$ cat src/rtl/router_output_arbiter.sv
// Router output port arbiter.
// Several packet FIFOs share one byte-wide output. In IDLE a round-robin pick
// chooses the next FIFO. In XFER the granted FIFO's packet is streamed one byte
// per accepted cycle, and the entry is popped on the last byte. Data and
// handshake outputs are combinational from registered state, so a byte reaches
// the output in the same cycle that its index is driven.
module router_output_arbiter #(
  parameter int NUM_IN    = 4,
  parameter int WIDTH     = 11,
  parameter int UWIDTH    = 8,
  parameter int PTR_IN_SZ = 4,
  parameter int GNT_SZ    = 2
) (
  input  logic                     clk,
  input  logic                     rst,
  input  logic [NUM_IN-1:0]        rempty,
  input  logic [NUM_IN*UWIDTH-1:0] rdata,
  input  logic [NUM_IN-1:0]        port_en,
  input  logic                     out_ready,
  output logic [NUM_IN-1:0]        rinc,
  output logic [PTR_IN_SZ-1:0]     raddr_in,
  output logic                     out_valid,
  output logic [UWIDTH-1:0]        out_data,
  output logic                     out_sop,
  output logic                     out_eop,
  output logic [GNT_SZ-1:0]        grant,
  output logic                     busy
);

  typedef enum logic [0:0] {
    IDLE = 1'b0,
    XFER = 1'b1
  } state_t;

  // Index of the final byte of a packet.
  localparam logic [PTR_IN_SZ-1:0] LAST_IDX = PTR_IN_SZ'(WIDTH - 1);
  // After reset, the highest index counts as the most recent winner, so FIFO 0
  // has first priority.
  localparam logic [GNT_SZ-1:0] GRANT_INIT = GNT_SZ'(NUM_IN - 1);

  state_t               state;
  state_t               next_state;
  logic [PTR_IN_SZ-1:0] byte_idx;
  logic [GNT_SZ-1:0]    last_grant;
  logic [NUM_IN-1:0]    eligible;
  logic                 any_eligible;
  logic [GNT_SZ-1:0]    pick;
  logic [GNT_SZ-1:0]    cand_idx;
  logic                 last_byte;

  assign eligible     = port_en & ~rempty;
  assign any_eligible = |eligible;
  assign last_byte    = (byte_idx == LAST_IDX);

  // Round-robin pick. Scan from the farthest candidate to the nearest one, so
  // the nearest eligible index after last_grant is written last and wins.
  always_comb begin
    pick     = '0;
    cand_idx = '0;
    for (int k = NUM_IN; k >= 1; k--) begin
      cand_idx = GNT_SZ'((int'(last_grant) + k) % NUM_IN);
      pick     = eligible[cand_idx] ? cand_idx : pick;
    end
  end

  // Next-state logic and handshake/data outputs. Every output stays 0 outside
  // XFER, and the pop pulse is limited to the accepted final byte.
  always_comb begin
    next_state = state;
    out_valid  = 1'b0;
    busy       = 1'b0;
    raddr_in   = '0;
    out_data   = '0;
    out_sop    = 1'b0;
    out_eop    = 1'b0;
    rinc       = '0;
    case (state)
      IDLE: begin
        if (any_eligible) begin
          next_state = XFER;
        end else begin
          next_state = IDLE;
        end
      end
      XFER: begin
        out_valid = 1'b1;
        busy      = 1'b1;
        raddr_in  = byte_idx;
        out_data  = rdata[int'(grant)*UWIDTH +: UWIDTH];
        out_sop   = (byte_idx == '0);
        out_eop   = last_byte;
        if (out_ready && last_byte) begin
          rinc[grant] = 1'b1;
          next_state  = IDLE;
        end else begin
          next_state = XFER;
        end
      end
      default: begin
        next_state = IDLE;
      end
    endcase
  end

  // State register. A reset during XFER abandons the packet without a pop.
  always_ff @(posedge clk) begin
    if (rst) begin
      state <= IDLE;
    end else begin
      state <= next_state;
    end
  end

  // Grant, byte index and round-robin pointer. The grant is captured only in
  // IDLE, so changes on port_en or rempty cannot move a packet in flight.
  always_ff @(posedge clk) begin
    if (rst) begin
      byte_idx   <= '0;
      grant      <= '0;
      last_grant <= GRANT_INIT;
    end else begin
      case (state)
        IDLE: begin
          if (any_eligible) begin
            grant    <= pick;
            byte_idx <= '0;
          end
        end
        XFER: begin
          if (out_ready) begin
            if (last_byte) begin
              byte_idx   <= '0;
              last_grant <= grant;
            end else begin
              byte_idx <= byte_idx + PTR_IN_SZ'(1);
            end
          end
        end
        default: begin
          byte_idx <= '0;
        end
      endcase
    end
  end

endmodule

$ cat config.mk
export PLATFORM = sky130hd
export DESIGN_NAME = router_output_arbiter
export DESIGN_NICKNAME = d
export VERILOG_FILES = /design/src/rtl/router_output_arbiter.sv
export SDC_FILE = /design/constraint.sdc
export NUM_CORES = 1
export LEC_CHECK = 0
export ABC_AREA = 1
export BUFFER_PORTS_ARGS = -buffer_cell sky130_fd_sc_hd__buf_2
export CELL_PAD_IN_SITES_DETAIL_PLACEMENT = 0
export CELL_PAD_IN_SITES_GLOBAL_PLACEMENT = 2
export CORE_ASPECT_RATIO = 0.8
export CORE_MARGIN = 1.5
export CORE_UTILIZATION = 18
export CTS_CLUSTER_DIAMETER = 150
export DETAILED_ROUTE_END_ITERATION = 16
export GPL_TIMING_DRIVEN = 0
export PLACE_DENSITY_LB_ADDON = 0.1
export SLEW_MARGIN = 0
export SYNTH_ARGS = -nofsm -noshare
export SYNTH_HDL_FRONTEND = slang
export SYNTH_SLANG_ARGS = --single-unit
$ cat constraint.sdc
create_clock -name clk -period 1.5 [get_ports clk]
set_input_delay 0.15 -clock clk [delete_from_list [all_inputs] [get_ports clk]]
set_output_delay 0.15 -clock clk [all_outputs]
set_load 0.02 [all_outputs]
# Yosys cells after proc, flatten, opt, wreduce, memory -nomap -nowiden
# Cells that the tools add are included.
totals:
  regBits: 9
  input_bits: 43
  out_inout_bits: 22
  wordCells: 57
classes:
  n_addsub: 5
  n_lt_le_gt_ge: 6
  n_eq_ne: 3
  shift: 1
  muxes: 28
  bitwise_logic: 3
  n_reduce_logical: 7
op_table:
  columns: ["operator", "n"]
  rows:
  - ["32-bit by 6-bit indexed part select with 8-bit output", 1]
  - ["4-bit 2-to-1 mux", 6]
  - ["2-bit by 3-bit less-than comparator with 1-bit output (second input constant)", 5]
  - ["1-bit 2-to-1 mux", 10]
  - ["1-bit binary-select mux with 2-bit select", 4]
  - ["2-bit 2-to-1 mux", 4]
  - ["8-bit 2-to-1 mux", 1]
  - ["4-bit case mux with 2 select lines", 1]
  - ["2-bit by 1-bit adder with 2-bit output (second input constant)", 2]
  - ["2-bit adder (second input constant)", 2]
  - ["4-bit by 1-bit adder with 4-bit output (second input constant)", 1]
  - ["4-bit bitwise AND", 1]
  - ["4-bit == test (second input constant)", 1]
  - ["4-bit logical NOT", 1]
  - ["2-bit != test (second input constant)", 2]
  - ["4-bit NOT", 1]
  - ["2-bit AND reduction", 2]
  - ["4-bit OR reduction", 1]
  - ["3-bit AND reduction", 1]
  - ["1-bit demux with 2-bit select", 1]
  - ["2-bit by 1-bit >= comparator with 1-bit output (second input constant)", 1]
  - ["1-bit logical AND", 2]
  - ["1-bit case mux with 2 select lines", 1]
  - ["1-bit NOT", 1]

# Longest topological paths before layout
logic_depth:
  depth_word: 8
  ltp_mapped: 12
  depth_no_buf: 11

# Least setup slack after synthesis
# Ideal clock, no wire load.
synth_path:
  kind: "register to output"
  start: "register byte_idx[0]"
  end: "output rinc[0]"
  arrival_ps: 1470
  required_ps: 1350
  setup_slack_ps: -120
  stages_incl_launch_ff: 9
  n_path_buf: 0
  path_cell_list: "dfxtp_1 inv_1 ha_1 nand2_1 nor2_1 inv_1 nor2_2 inv_2 nor3_1"
synth_via:
  elab_chain_cells: 4
synth_rtl:
  columns: ["item", "line", "rtl"]
  rows:
  - ["from (decl)", "43", "logic [PTR_IN_SZ-1:0] byte_idx;"]
  - ["from (signal assigned)", "135", "byte_idx <= byte_idx + PTR_IN_SZ'(1);"]
  - ["4-bit == test", "53", "assign last_byte = (byte_idx == LAST_IDX);"]
  - ["1-bit logical AND", "92", "if (out_ready && last_byte) begin"]
  - ["4-bit 2-to-1 mux", "92", null]
  - ["4-bit 2-to-1 mux", "77", "case (state)"]
  - ["to (decl)", "20", "output logic [NUM_IN-1:0] rinc,"]
# Every way passes these cells.

# Worst setup path in the final report
layout_path:
  start: "register byte_idx[0]"
  end: "output rinc[2]"
# The elaborated chain is that of the path after synthesis.

==> results.py <==
metrics = {
    "layout": {
        "finish.utilization_pct": 34.7,
        "synthToLayoutAreaGrowth_pct": 86.1,
        "drive_above_1_share_pct": 54.7,
        "stdcell_count": 294,
        "diodes": 0,
        "nets": 279,
    },
    "clocking": {
        "cts_root_buf": "clkbuf_8",
        "clock_latency_ns": 0.23,
        "cts_tree": "built",
        "cts-htree-levels": 1,
        "clkTransAtPathRegs_ns": 0.05,
        "numCtsBuffers": 3,
        "cts_sinks": 9,
        "cts_buffer_depth": 2,
    },
    "synth": {
        "netlist_instances": 154,
        "yosysWarnings": 0,
        "synth_top_area_share_pct": 19.4,
        "synth_fp_nets": 200,
        "synth_top_cell_by_area": "dfxtp_1",
        "yosys-top-cells-area": "dfxtp_1 19%, nand3_1 16%, nand2_1 15%",
        "synthArstFlopShare_pct": 0,
        "syn_area_per_cell_um2": 6.02,
        "yosysMostFrequentCell": "nand2_1",
        "synthFlopType": "dfxtp_1",
        "yosys_register_bits": 9,
        "yosysSeqAreaShare_pct": 19.4,
        "netlist_top_cells_count": "37 x nand2_1, 29 x nand3_1, 17 x inv_1",
        "netlist_area_um2": 927,
        "synth_edf_count": 0,
        "synth_cell_types": 24,
    },
    "timing": {
        "slew_headroom_pct": 80.7,
        "hold_viol": 0,
        "rsz0062_at_grt": "yes",
        "worst_slack_ns": -0.156,
        "drv_slew": 0,
        "clock.fmax_mhz": 604,
        "finalSetupViolations": 4,
        "worstMarginPinSlew_ns": 0.289,
        "period_share_pct": 110,
        "timing.final.crit_period_ns": 1.66,
        "tns_ns": -0.599,
        "finalClockSkew_ns": 0.00368,
    },
    "setup_path": {
        "crit_top_cell": "nor2_4",
        "critPathKind": "reg2out",
        "r2r.worst_path.cells": 6,
        "startpoint_type": "flop",
        "worst_ep_required_time_ns": 1.35,
        "path_cells": "inv_4, ha_4, nand2_4, nor2_4, inv_2, nor2_4, nand2_2, nor2_4, buf_6",
        "end_kind": "output port",
        "worst_path_largest_cell_delay_ns": 0.35,
        "slowest_stage": "dfxtp_4",
        "cp_max_fo": 4,
        "cp.arrival_ns": 1.51,
    },
    "run": {
        "max_cap_violations": 0,
    },
    "drt": {
        "wl_mm": 3.46,
        "drt_first_iter_violations": 40,
        "route.detailed.drc": 0,
        "wl_per_cell_um": 11.8,
        "first_pass_iters": 4,
        "antenna_left": 0,
        "dr_total_vias": 1305,
        "via_per_inst": 4.44,
    },
    "outcome": {
        "status": "finished with violations",
        "violations": "setup timing",
    },
    "pwr": {
        "clockPowerShare_pct": 29.0,
        "p_per_area_mw_per_mm2": 571,
        "p_switching_mw": 0.349,
        "p_comb_share_pct": 44.2,
        "p_seq_share_pct": 26.8,
        "power.leakage_nw": 0.843,
        "ir_worst_vdd_uv": 203,
        "internal_power_mw": 0.636,
        "switching_share_pct": 35.4,
        "power.total_mw": 0.985,
    },
    "global_route": {
        "grt_pass1_wl_mm": 5.37,
        "antenna_found_initial": 0,
        "grt_usage_pct": 11.7,
        "overflow": 0,
        "grt_max_degree": 11,
        "grt_pass1_vias": 1122,
    },
    "floorplan": {
        "die_h_um": 67.2,
        "io_pins": 65,
        "coreArea_mm2": 0.00498,
        "num_rows": 23,
        "start_util_pct": 18.6,
        "dieArea_mm2": 0.00559,
        "die_x_um": 83.2,
    },
    "worst_hold_path": {
        "hold_depth": 2,
        "hold_path_class": "in2reg",
    },
    "placed_design": {
        "portBuffers": 64,
        "gp_congestion": 0.783,
        "dpl.hpwl_mm": 2.64,
        "dp_cells": 280,
    },
}
-- cells in the final DEF, fill, tap and decap left out, types with 3 or more instances in the layout --
cell and n:
a22oi_2 8, dfxtp_1 5, clkbuf_8 5, nor2_4 5, buf_4 20, buf_2 52
a31oi_2 8, inv_4 3, o21ai_0 4, buf_6 3, nor2_1 3, inv_2 3
inv_1 14, dfxtp_4 4, nand2_2 3, nand2_1 34, a21oi_1 4, nand3_1 29
-- cell families after synthesis --
| family | Yosys count | synth area share, % |
|---|---|---|
| simple gates | 82 | 38.9 |
| compound gates | 30 | 21.2 |
| buf+inv | 27 | 12.8 |
| flops | 9 | 19.4 |
| xor+xnor | 3 | 3.64 |
| fa+ha+maj | 3 | 4.05 |
-- what timing repair did --
item                       CTS  global route
pin swaps                    5             7
buffers inserted             5             5
setup endpoints to repair   13            12
hold buffers                 0             0
gates resized for setup     41            24
gates cloned                 0             0
-- layer usage --
layer  vias up  wire length (um)  GRT usage, %
met5         -                 0             0
met1       585              1720          16.7
li1        688                 -             -
met3         0               166          3.30
met2        32              1570          18.7
met4         0                 0         0.625
-- flip-flops by register name, indices dropped and copies added, names as in the netlist --
register,flops
last_grant,2
byte_idx,4
state,1
grant,2
-- stage by stage --
| stage | instance area [um2] | worst slack, ns | hold WS, ns |
|---|---|---|---|
| floorplan | 977 | -0.120 | 0.212 |
| global placement | 1380 | -0.182 | 0.396 |
| detailed placement | 1380 | -0.174 | 0.389 |
| CTS | 1580 | -0.223 | 0.134 |
| global route | 1730 | -0.253 | 0.139 |
| finish | 1730 | -0.156 | 0.144 |
-- power by group through the flow --
stage / combinational [mW] / clock, mW / sequential [mW]
2_1_floorplan: 0.197 / 0 / 0.272
3_3_place_gp: 0.334 / 0 / 0.266
3_5_place_dp: 0.336 / 0 / 0.267
4_1_cts: 0.371 / 0.290 / 0.266
5_1_grt: 0.474 / 0.309 / 0.266
6_report: 0.435 / 0.286 / 0.264
-- final timing paths --
path / startpoint / to / slack, ns
hold / removal: rst / grant[0] / 0.14
hold reg to reg: byte_idx[1] / byte_idx[1] / 0.54
setup reg to reg: state / grant[0] / 0.15
setup / recovery: byte_idx[0] / rinc[2] / -0.16
-- cell type report --
cell class	count	area (um2)
Buffer	7	76.3
Clock buffer	4	45.0
Fill cell	545	3250
Inverter	20	82.6
Multi-Input combinational cell	118	791
Sequential cell	9	195
Tap cell	62	77.6
Timing Repair Buffer	74	458
-- worst max-delay path: cells and delay by family (launching register included) --
family	cells	cell delay, ns
adders and majority gates	1	0.13
buffers and inverters	3	0.24
DFF	1	0.35
and+or+nand+nor	5	0.56
No activity file was read; power rests on OpenSTA's default activity.
